===== src/rtl/idma_pkg.sv =====
// -----------------------------------------------------------------------------
// idma_pkg
//   Shared types for the iDMA read-side burst tracker.
//   - axi_len_t       : AXI burst length (beats - 1), 8 bits.
//   - r_track_entry_t : per-burst record kept by the tracker {len, decoupled}.
//   - fifo_cnt_width  : helper giving the occupancy counter width for a depth.
// -----------------------------------------------------------------------------
package idma_pkg;

    typedef logic [7:0] axi_len_t;

    typedef struct packed {
        axi_len_t len;
        logic     decoupled;
    } r_track_entry_t;

    localparam int unsigned RTrackEntryW = $bits(r_track_entry_t);

    // Occupancy counter must be able to hold the value "depth" itself.
    function automatic int unsigned fifo_cnt_width(input int unsigned depth);
        return $clog2(depth + 1);
    endfunction

endpackage


===== src/rtl/idma_stream_fifo.sv =====
// -----------------------------------------------------------------------------
// idma_stream_fifo
//   Small register-based FIFO with stream (valid/ready) ports and a
//   combinational head output, used as the per-burst entry store.
//
//   Parameters:
//     Depth     : number of entries (>= 2, need not be a power of two)
//     DataW     : entry width in bits
//     PrintInfo : report the configuration at elaboration
//
//   Ports:
//     clk_i      : clock, rising edge
//     rst_i      : asynchronous active-high reset
//     flush_i    : synchronous clear of all entries
//     testmode_i : test mode (no effect on this register implementation)
//     data_i     : entry to push
//     valid_i    : push request, accepted when ready_o is high
//     ready_o    : store is not full
//     data_o     : head entry (valid only while valid_o is high)
//     valid_o    : store is not empty
//     ready_i    : pop request, taken when valid_o is high
// -----------------------------------------------------------------------------
module idma_stream_fifo
    import idma_pkg::*;
#(
    parameter int unsigned Depth     = 2,
    parameter int unsigned DataW     = 1,
    parameter bit          PrintInfo = 1'b0
) (
    input  logic             clk_i,
    input  logic             rst_i,
    input  logic             flush_i,
    input  logic             testmode_i,
    input  logic [DataW-1:0] data_i,
    input  logic             valid_i,
    output logic             ready_o,
    output logic [DataW-1:0] data_o,
    output logic             valid_o,
    input  logic             ready_i
);

    localparam int unsigned PtrW = $clog2(Depth);
    localparam int unsigned CntW = fifo_cnt_width(Depth);

    if (PrintInfo) begin : g_print_info
        $info("idma_stream_fifo: Depth=%0d DataW=%0d", Depth, DataW);
    end

    logic [DataW-1:0] r_mem [Depth];
    logic [PtrW-1:0]  r_wptr;
    logic [PtrW-1:0]  r_rptr;
    logic [CntW-1:0]  r_count;

    logic w_full;
    logic w_empty;
    logic w_push;
    logic w_pop;
    logic w_unused_testmode;

    assign w_unused_testmode = testmode_i;

    assign w_full  = (r_count == CntW'(Depth));
    assign w_empty = (r_count == '0);
    assign w_push  = valid_i & ~w_full;
    assign w_pop   = ready_i & ~w_empty;

    assign ready_o = ~w_full;
    assign valid_o = ~w_empty;
    assign data_o  = r_mem[r_rptr];

    // Each slot captures data only when the write pointer selects it.
    for (genvar gi = 0; gi < Depth; gi++) begin : g_slot
        always_ff @(posedge clk_i) begin
            if (w_push && (r_wptr == PtrW'(gi))) begin
                r_mem[gi] <= data_i;
            end
        end
    end

    always_ff @(posedge clk_i or posedge rst_i) begin
        if (rst_i) begin
            r_wptr  <= '0;
            r_rptr  <= '0;
            r_count <= '0;
        end else if (flush_i) begin
            r_wptr  <= '0;
            r_rptr  <= '0;
            r_count <= '0;
        end else begin
            // Pointers wrap explicitly so Depth need not be a power of two.
            if (w_push) begin
                r_wptr <= (r_wptr == PtrW'(Depth - 1)) ? '0 : r_wptr + 1'b1;
            end
            if (w_pop) begin
                r_rptr <= (r_rptr == PtrW'(Depth - 1)) ? '0 : r_rptr + 1'b1;
            end
            case ({w_push, w_pop})
                2'b10:   r_count <= r_count + 1'b1;
                2'b01:   r_count <= r_count - 1'b1;
                default: r_count <= r_count;
            endcase
        end
    end

endmodule


===== src/rtl/idma_r_burst_tracker.sv =====
// -----------------------------------------------------------------------------
// idma_r_burst_tracker
//   Tracks outstanding AXI read bursts so the R channel can be annotated with
//   "first beat of burst" and the owning request's decoupled flag. Throttles
//   the AR channel once NumAxInFlight bursts are outstanding and pulses err_o
//   on protocol violations.
//
//   Optional feature macro: IDMA_R_TRACKER_LAST_CHECK_EN
//     When defined, each entry also stores the burst length and a beat
//     counter checks that r_last arrives exactly on the final beat.
//
//   Parameters:
//     NumAxInFlight : maximum outstanding read bursts (2..64)
//     PrintFifoInfo : report the entry store configuration at elaboration
//
//   Ports:
//     clk_i, rst_i          : clock (rising edge), async active-high reset
//     testmode_i            : test mode, forwarded to the entry store
//     ar_valid_i/ar_ready_o : upstream AR handshake
//     ar_valid_o/ar_ready_i : downstream AR handshake
//     ar_len_i              : burst length (beats-1) of the presented AR
//     ar_decouple_aw_i      : presented AR belongs to a decoupled request
//     r_valid_i/r_ready_i   : observed R handshake
//     r_last_i              : observed R last flag
//     r_first_o             : current R beat is the first of its burst
//     r_decouple_aw_o       : decoupled flag of the burst owning the beat
//     err_o                 : one-cycle protocol error pulse
//     busy_o                : at least one burst outstanding
// -----------------------------------------------------------------------------
module idma_r_burst_tracker
    import idma_pkg::*;
#(
    parameter int unsigned NumAxInFlight = 2,
    parameter bit          PrintFifoInfo = 1'b0
) (
    input  logic       clk_i,
    input  logic       rst_i,
    input  logic       testmode_i,
    input  logic       ar_valid_i,
    output logic       ar_ready_o,
    output logic       ar_valid_o,
    input  logic       ar_ready_i,
    input  logic [7:0] ar_len_i,
    input  logic       ar_decouple_aw_i,
    input  logic       r_valid_i,
    input  logic       r_ready_i,
    input  logic       r_last_i,
    output logic       r_first_o,
    output logic       r_decouple_aw_o,
    output logic       err_o,
    output logic       busy_o
);

`ifdef IDMA_R_TRACKER_LAST_CHECK_EN
    localparam int unsigned EntryW = RTrackEntryW;
`else
    localparam int unsigned EntryW = 1;
`endif

    logic              w_fifo_ready;
    logic              w_fifo_valid;
    logic              w_full;
    logic              w_empty;
    logic              w_r_beat;
    logic              w_pop;
    logic              w_err_next;
    logic              w_head_decoupled;
    logic [EntryW-1:0] w_push_data;
    logic [EntryW-1:0] w_head_data;

    logic r_first;
    logic r_err;

    assign w_full  = ~w_fifo_ready;
    assign w_empty = ~w_fifo_valid;

    // Zero-latency pass-through of the AR handshake, blocked only while full.
    assign ar_valid_o = ar_valid_i & ~w_full;
    assign ar_ready_o = ar_ready_i & ~w_full;

    assign w_r_beat = r_valid_i & r_ready_i;
    assign w_pop    = w_r_beat & r_last_i & ~w_empty;

`ifdef IDMA_R_TRACKER_LAST_CHECK_EN
    r_track_entry_t w_push_entry;
    r_track_entry_t w_head_entry;
    axi_len_t       r_beat_cnt;
    logic           w_len_err;

    assign w_push_entry.len       = ar_len_i;
    assign w_push_entry.decoupled = ar_decouple_aw_i;
    assign w_push_data            = w_push_entry;
    assign w_head_entry           = w_head_data;
    assign w_head_decoupled       = w_head_entry.decoupled;

    // A last beat must land on the final count; a non-last beat must not.
    assign w_len_err = w_r_beat & ~w_empty &
                       (r_last_i ? (r_beat_cnt != w_head_entry.len)
                                 : (r_beat_cnt == w_head_entry.len));

    always_ff @(posedge clk_i or posedge rst_i) begin
        if (rst_i) begin
            r_beat_cnt <= '0;
        end else if (w_r_beat) begin
            r_beat_cnt <= r_last_i ? '0 : r_beat_cnt + 1'b1;
        end
    end

    assign w_err_next = (w_r_beat & w_empty) | w_len_err;
`else
    logic [7:0] w_unused_ar_len;

    assign w_unused_ar_len  = ar_len_i;
    assign w_push_data      = ar_decouple_aw_i;
    assign w_head_decoupled = w_head_data[0];
    assign w_err_next       = w_r_beat & w_empty;
`endif

    idma_stream_fifo #(
        .Depth     ( NumAxInFlight ),
        .DataW     ( EntryW        ),
        .PrintInfo ( PrintFifoInfo )
    ) i_entry_store (
        .clk_i      ( clk_i                   ),
        .rst_i      ( rst_i                   ),
        .flush_i    ( 1'b0                    ),
        .testmode_i ( testmode_i              ),
        .data_i     ( w_push_data             ),
        .valid_i    ( ar_valid_i & ar_ready_i ),
        .ready_o    ( w_fifo_ready            ),
        .data_o     ( w_head_data             ),
        .valid_o    ( w_fifo_valid            ),
        .ready_i    ( w_pop                   )
    );

    // Any observed beat updates the first flag, even a stray one while empty,
    // so the beat after a last beat is always treated as a burst start.
    always_ff @(posedge clk_i or posedge rst_i) begin
        if (rst_i) begin
            r_first <= 1'b1;
            r_err   <= 1'b0;
        end else begin
            if (w_r_beat) begin
                r_first <= r_last_i;
            end
            r_err <= w_err_next;
        end
    end

    assign r_first_o       = r_first & ~w_empty;
    assign r_decouple_aw_o = w_head_decoupled & ~w_empty;
    assign err_o           = r_err;
    assign busy_o          = ~w_empty;

endmodule

===== config.mk =====
export PLATFORM = sky130hd
export DESIGN_NAME = idma_r_burst_tracker
export DESIGN_NICKNAME = d
export VERILOG_FILES = /design/src/rtl/idma_pkg.sv /design/src/rtl/idma_stream_fifo.sv /design/src/rtl/idma_r_burst_tracker.sv
export SDC_FILE = /design/constraint.sdc
export NUM_CORES = 1
export LEC_CHECK = 0
export CORE_AREA = 2 2 39 41
export DETAILED_ROUTE_END_ITERATION = 8
export DIE_AREA = 0 0 41 43
export HOLD_SLACK_MARGIN = 0.15
export MAX_ROUTING_LAYER = met4
export PLACE_DENSITY = 0.68
export SKIP_CTS_REPAIR_TIMING = 1
export SLEW_MARGIN = 0
export SYNTH_ARGS = -nofsm -noshare
export SYNTH_HDL_FRONTEND = slang
export SYNTH_SLANG_ARGS = --single-unit

===== constraint.sdc =====
create_clock -name clk_i -period 3.15 [get_ports clk_i]
set_input_delay 0.63 -clock clk_i [delete_from_list [all_inputs] [get_ports clk_i]]
set_output_delay 0.63 -clock clk_i [all_outputs]
set_load 0.005 [all_outputs]

==> flow_summary.yaml <==
power_and_ir_drop:
  p_total_mw: 0.418
  max-vdd-ir-drop_v: 0.000258
  p_per_area_nw_per_um2: 755
  p_leak_nw: 0.231
placement:
  dp_cells: 60
  gp_congestion: 0.701
  dp_slack_ns: 0.784
  dp_hpwl_um: 520
  io_buffers: 13
route:
  num_vias: 260
  drt-initial-drc-count: 3
  avgViaCountPerCell: 4.06
  routed_wl_um: 616
  drtAntennaViolNets: 0
  wire_per_inst_um: 9.63
  drc: 0
  drt-pass1-iter-count: 3
worst_hold_path:
  hold_path.class: "reg -> reg"
cts:
  cts_buffers: 3
  clk_latency_ns: 0.25
  cts.htree.levels: 1
  path_clk_slew_ns: 0.06
  clk_path_buf_depth: 2
  cts_tree: "built"
  cts_root_buffer: "clkbuf_4"
  cts.sinks: 8
synthesis:
  syn_nets: 49
  ys_types: 18
  synthTopCellsByArea: "dfrtp_1, edfxtp_1, dfstp_2"
  yosysWarnings: 0
  synth-edff-count: 2
  synth_top_area_cell: "dfrtp_1"
  synth_top_cell_area_share_pct: 33.2
  yosysMostFrequentCell: "dfrtp_1"
  synth_seq_area_share_pct: 56.1
  syn_inst: 31
  ys_async_sr_fraction_pct: 75.0
  synthTopCellsByCount: "dfrtp_1, nor2_1, and2_1, xnor2_1"
  synth_area_um2: 377
  syn_area_per_cell_um2: 12.1
  ys.flop_type: "dfrtp_1"
  ys_ff_latch: 8
status:
  status: "completed"
timing:
  fin_skew_ns: 0.00638
  rsz0062_at_grt: "no"
  finalCriticalPeriod_ns: 2.36
  finalHoldViolations: 0
  finalCritPeriodShare_pct: 75.0
  setup_viol: 0
  timing.fmax_ghz: 0.423
  tightest_slew_ns: 0.218
  slew_violations: 0
  setup_slack_ns: 0.789
  slew_headroom_pct: 85.4
  finalSetupTns_ns: 0
die:
  start_util_pct: 27.2
  die_w_um: 41
  die_y_um: 43
  design.die.area_um2: 1760
  ioPinCount: 23
  core_area_um2: 1380
  rows: 14
critical_path:
  cp_num_buf_inv: 2
  slowest_delay_ns: 0.50
  cp-start-kind: "input pin"
  cp.arrival_ns: 1.73
  cp_cell_sequence: "clkdlybuf4s50_1 > and2_1 > clkdlybuf4s50_1"
  cp_common_cell: "clkdlybuf4s50_1"
  cp_max_fo: 2
  critPathSlowestCell: "clkdlybuf4s50_1"
  required_ns: 2.52
  critPathCaptureType: "output pin"
  worst-setup-path-type: "in -> out"
  crit_family: "buffers and inverters"
finish:
  final_util_pct: 40.0
  drive_gt1_share_pct: 16.7
  fillers: 143
  final_cells: 64
  areaGrowthSynthToFinish_pct: 46.8
  diodes: 0
  final_nets: 67
global_route:
  grt_pass1_wl_um: 1100
  grtUsageTotal_pct: 10.5
  antenna_found_initial: 0
  grt_overflow: 0
  grt_max_degree: 7
  grt_pass1_vias: 270
run:
  drv_cap: 0
## cells by family after synthesis
| logic type | Yosys count | synth area share [%] |
|---|---|---|
| xor gates and xnor gates | 5 | 11.6 |
| adders and majority gates | 1 | 3.32 |
| buffers and inverters | 2 | 1.99 |
| DFF | 8 | 56.1 |
| muxes | 2 | 5.65 |
| and+or+nand+nor | 13 | 21.3 |
## report_power, final
part / total [mW] / leakage [nW] / switching [mW] / internal [mW]
sequential: 0.174 / 0.0894 / 0.0309 / 0.143
combinational: 0.164 / 0.126 / 0.0603 / 0.103
clock: 0.0804 / 0.0150 / 0.0321 / 0.0483
total: 0.418 / 0.231 / 0.123 / 0.294
## through the flow
| stage | cell area, um^2 | hold slack, ns |
|---|---|---|
| finish | 553 | 0.486 |
| global route | 553 | 0.523 |
| CTS | 553 | 0.491 |
| detailed placement | 527 | 0.485 |
| global placement | 527 | 0.476 |
| floorplan | 377 | 0.420 |
## routing by layer
metal | routed length (um) | part of all wire [%] | up-vias | track usage (%)
li1 | - | - | 134 | -
met3 | 51 | 8.3 | 2 | 4.71
met5 | 0 | 0 | - | -
met2 | 294 | 48 | 12 | 13.8
met1 | 251 | 41 | 112 | 10.9
met4 | 19 | 3.1 | 0 | 10.0
## flip-flops by register name (all words and copies together), names as in the netlist
name                   count
i_entry_store.r_count      2
i_entry_store.r_mem        2
err_o                      1
i_entry_store.r_rptr       1
i_entry_store.r_wptr       1
r_first                    1
## cells in the final DEF, fill, tap and decap left out
| cell | synthesis | layout |
|---|---|---|
| clkdlybuf4s50_1 | 0 | 13 |
| mux2i_1 | 1 | 1 |
| inv_1 | 1 | 1 |
| xnor2_1 | 3 | 3 |
| dfstp_2 | 1 | 1 |
| xor2_1 | 2 | 2 |
| edfxtp_1 | 2 | 2 |
| nand3_1 | 1 | 1 |
| ha_1 | 1 | 1 |
| nor2_1 | 4 | 4 |
| nand2b_1 | 1 | 1 |
| and3_1 | 1 | 1 |
| mux2_2 | 1 | 1 |
| clkbuf_4 | 0 | 3 |
| nor3b_4 | 1 | 1 |
| clkbuf_1 | 0 | 1 |
| nand2_1 | 1 | 1 |
| inv_2 | 1 | 1 |
| and2_1 | 3 | 3 |
| nor2_2 | 1 | 1 |
| dfrtp_1 | 5 | 5 |
## worst reg2reg max path: cells and delay by family, from the launching register on
family                   cells  cell delay [ns]
XOR/XNOR                     1             0.14
adder cells (fa/ha/maj)      1             0.35
flip-flops                   1             0.42
AND/OR/NAND/NOR              3             0.45
## worst paths after layout
path,start,endpoint,slack (ns),cells past startpoint
max,ar_ready_i,ar_ready_o,0.79,3
min,i_entry_store.r_rptr$_DFFE_PP0P_,i_entry_store.r_rptr$_DFFE_PP0P_,0.49,1
max reg2reg,i_entry_store.r_count[0]$_DFFE_PP0P_,i_entry_store.r_count[1]$_DFFE_PP0P_,1.72,5
min reg2reg,i_entry_store.r_rptr$_DFFE_PP0P_,i_entry_store.r_rptr$_DFFE_PP0P_,0.49,1
max in group asynchronous,rst_i,r_first$_DFFE_PP1N_,2.30,2
min in group asynchronous,rst_i,err_o$_DFF_PP0_,0.59,2
## area by class of cell
class                   instances  area (um^2)  share of cell area, %
clock buffers                   4         26.3                   4.75
inverters                       2         7.51                   1.36
flip-flops and latches          8          211                   38.2
well taps                      16         20.0                   3.62
repair buffers                 13          130                   23.5
multi-input cells              21          158                   28.5
Power figures use the tool's default switching activity.
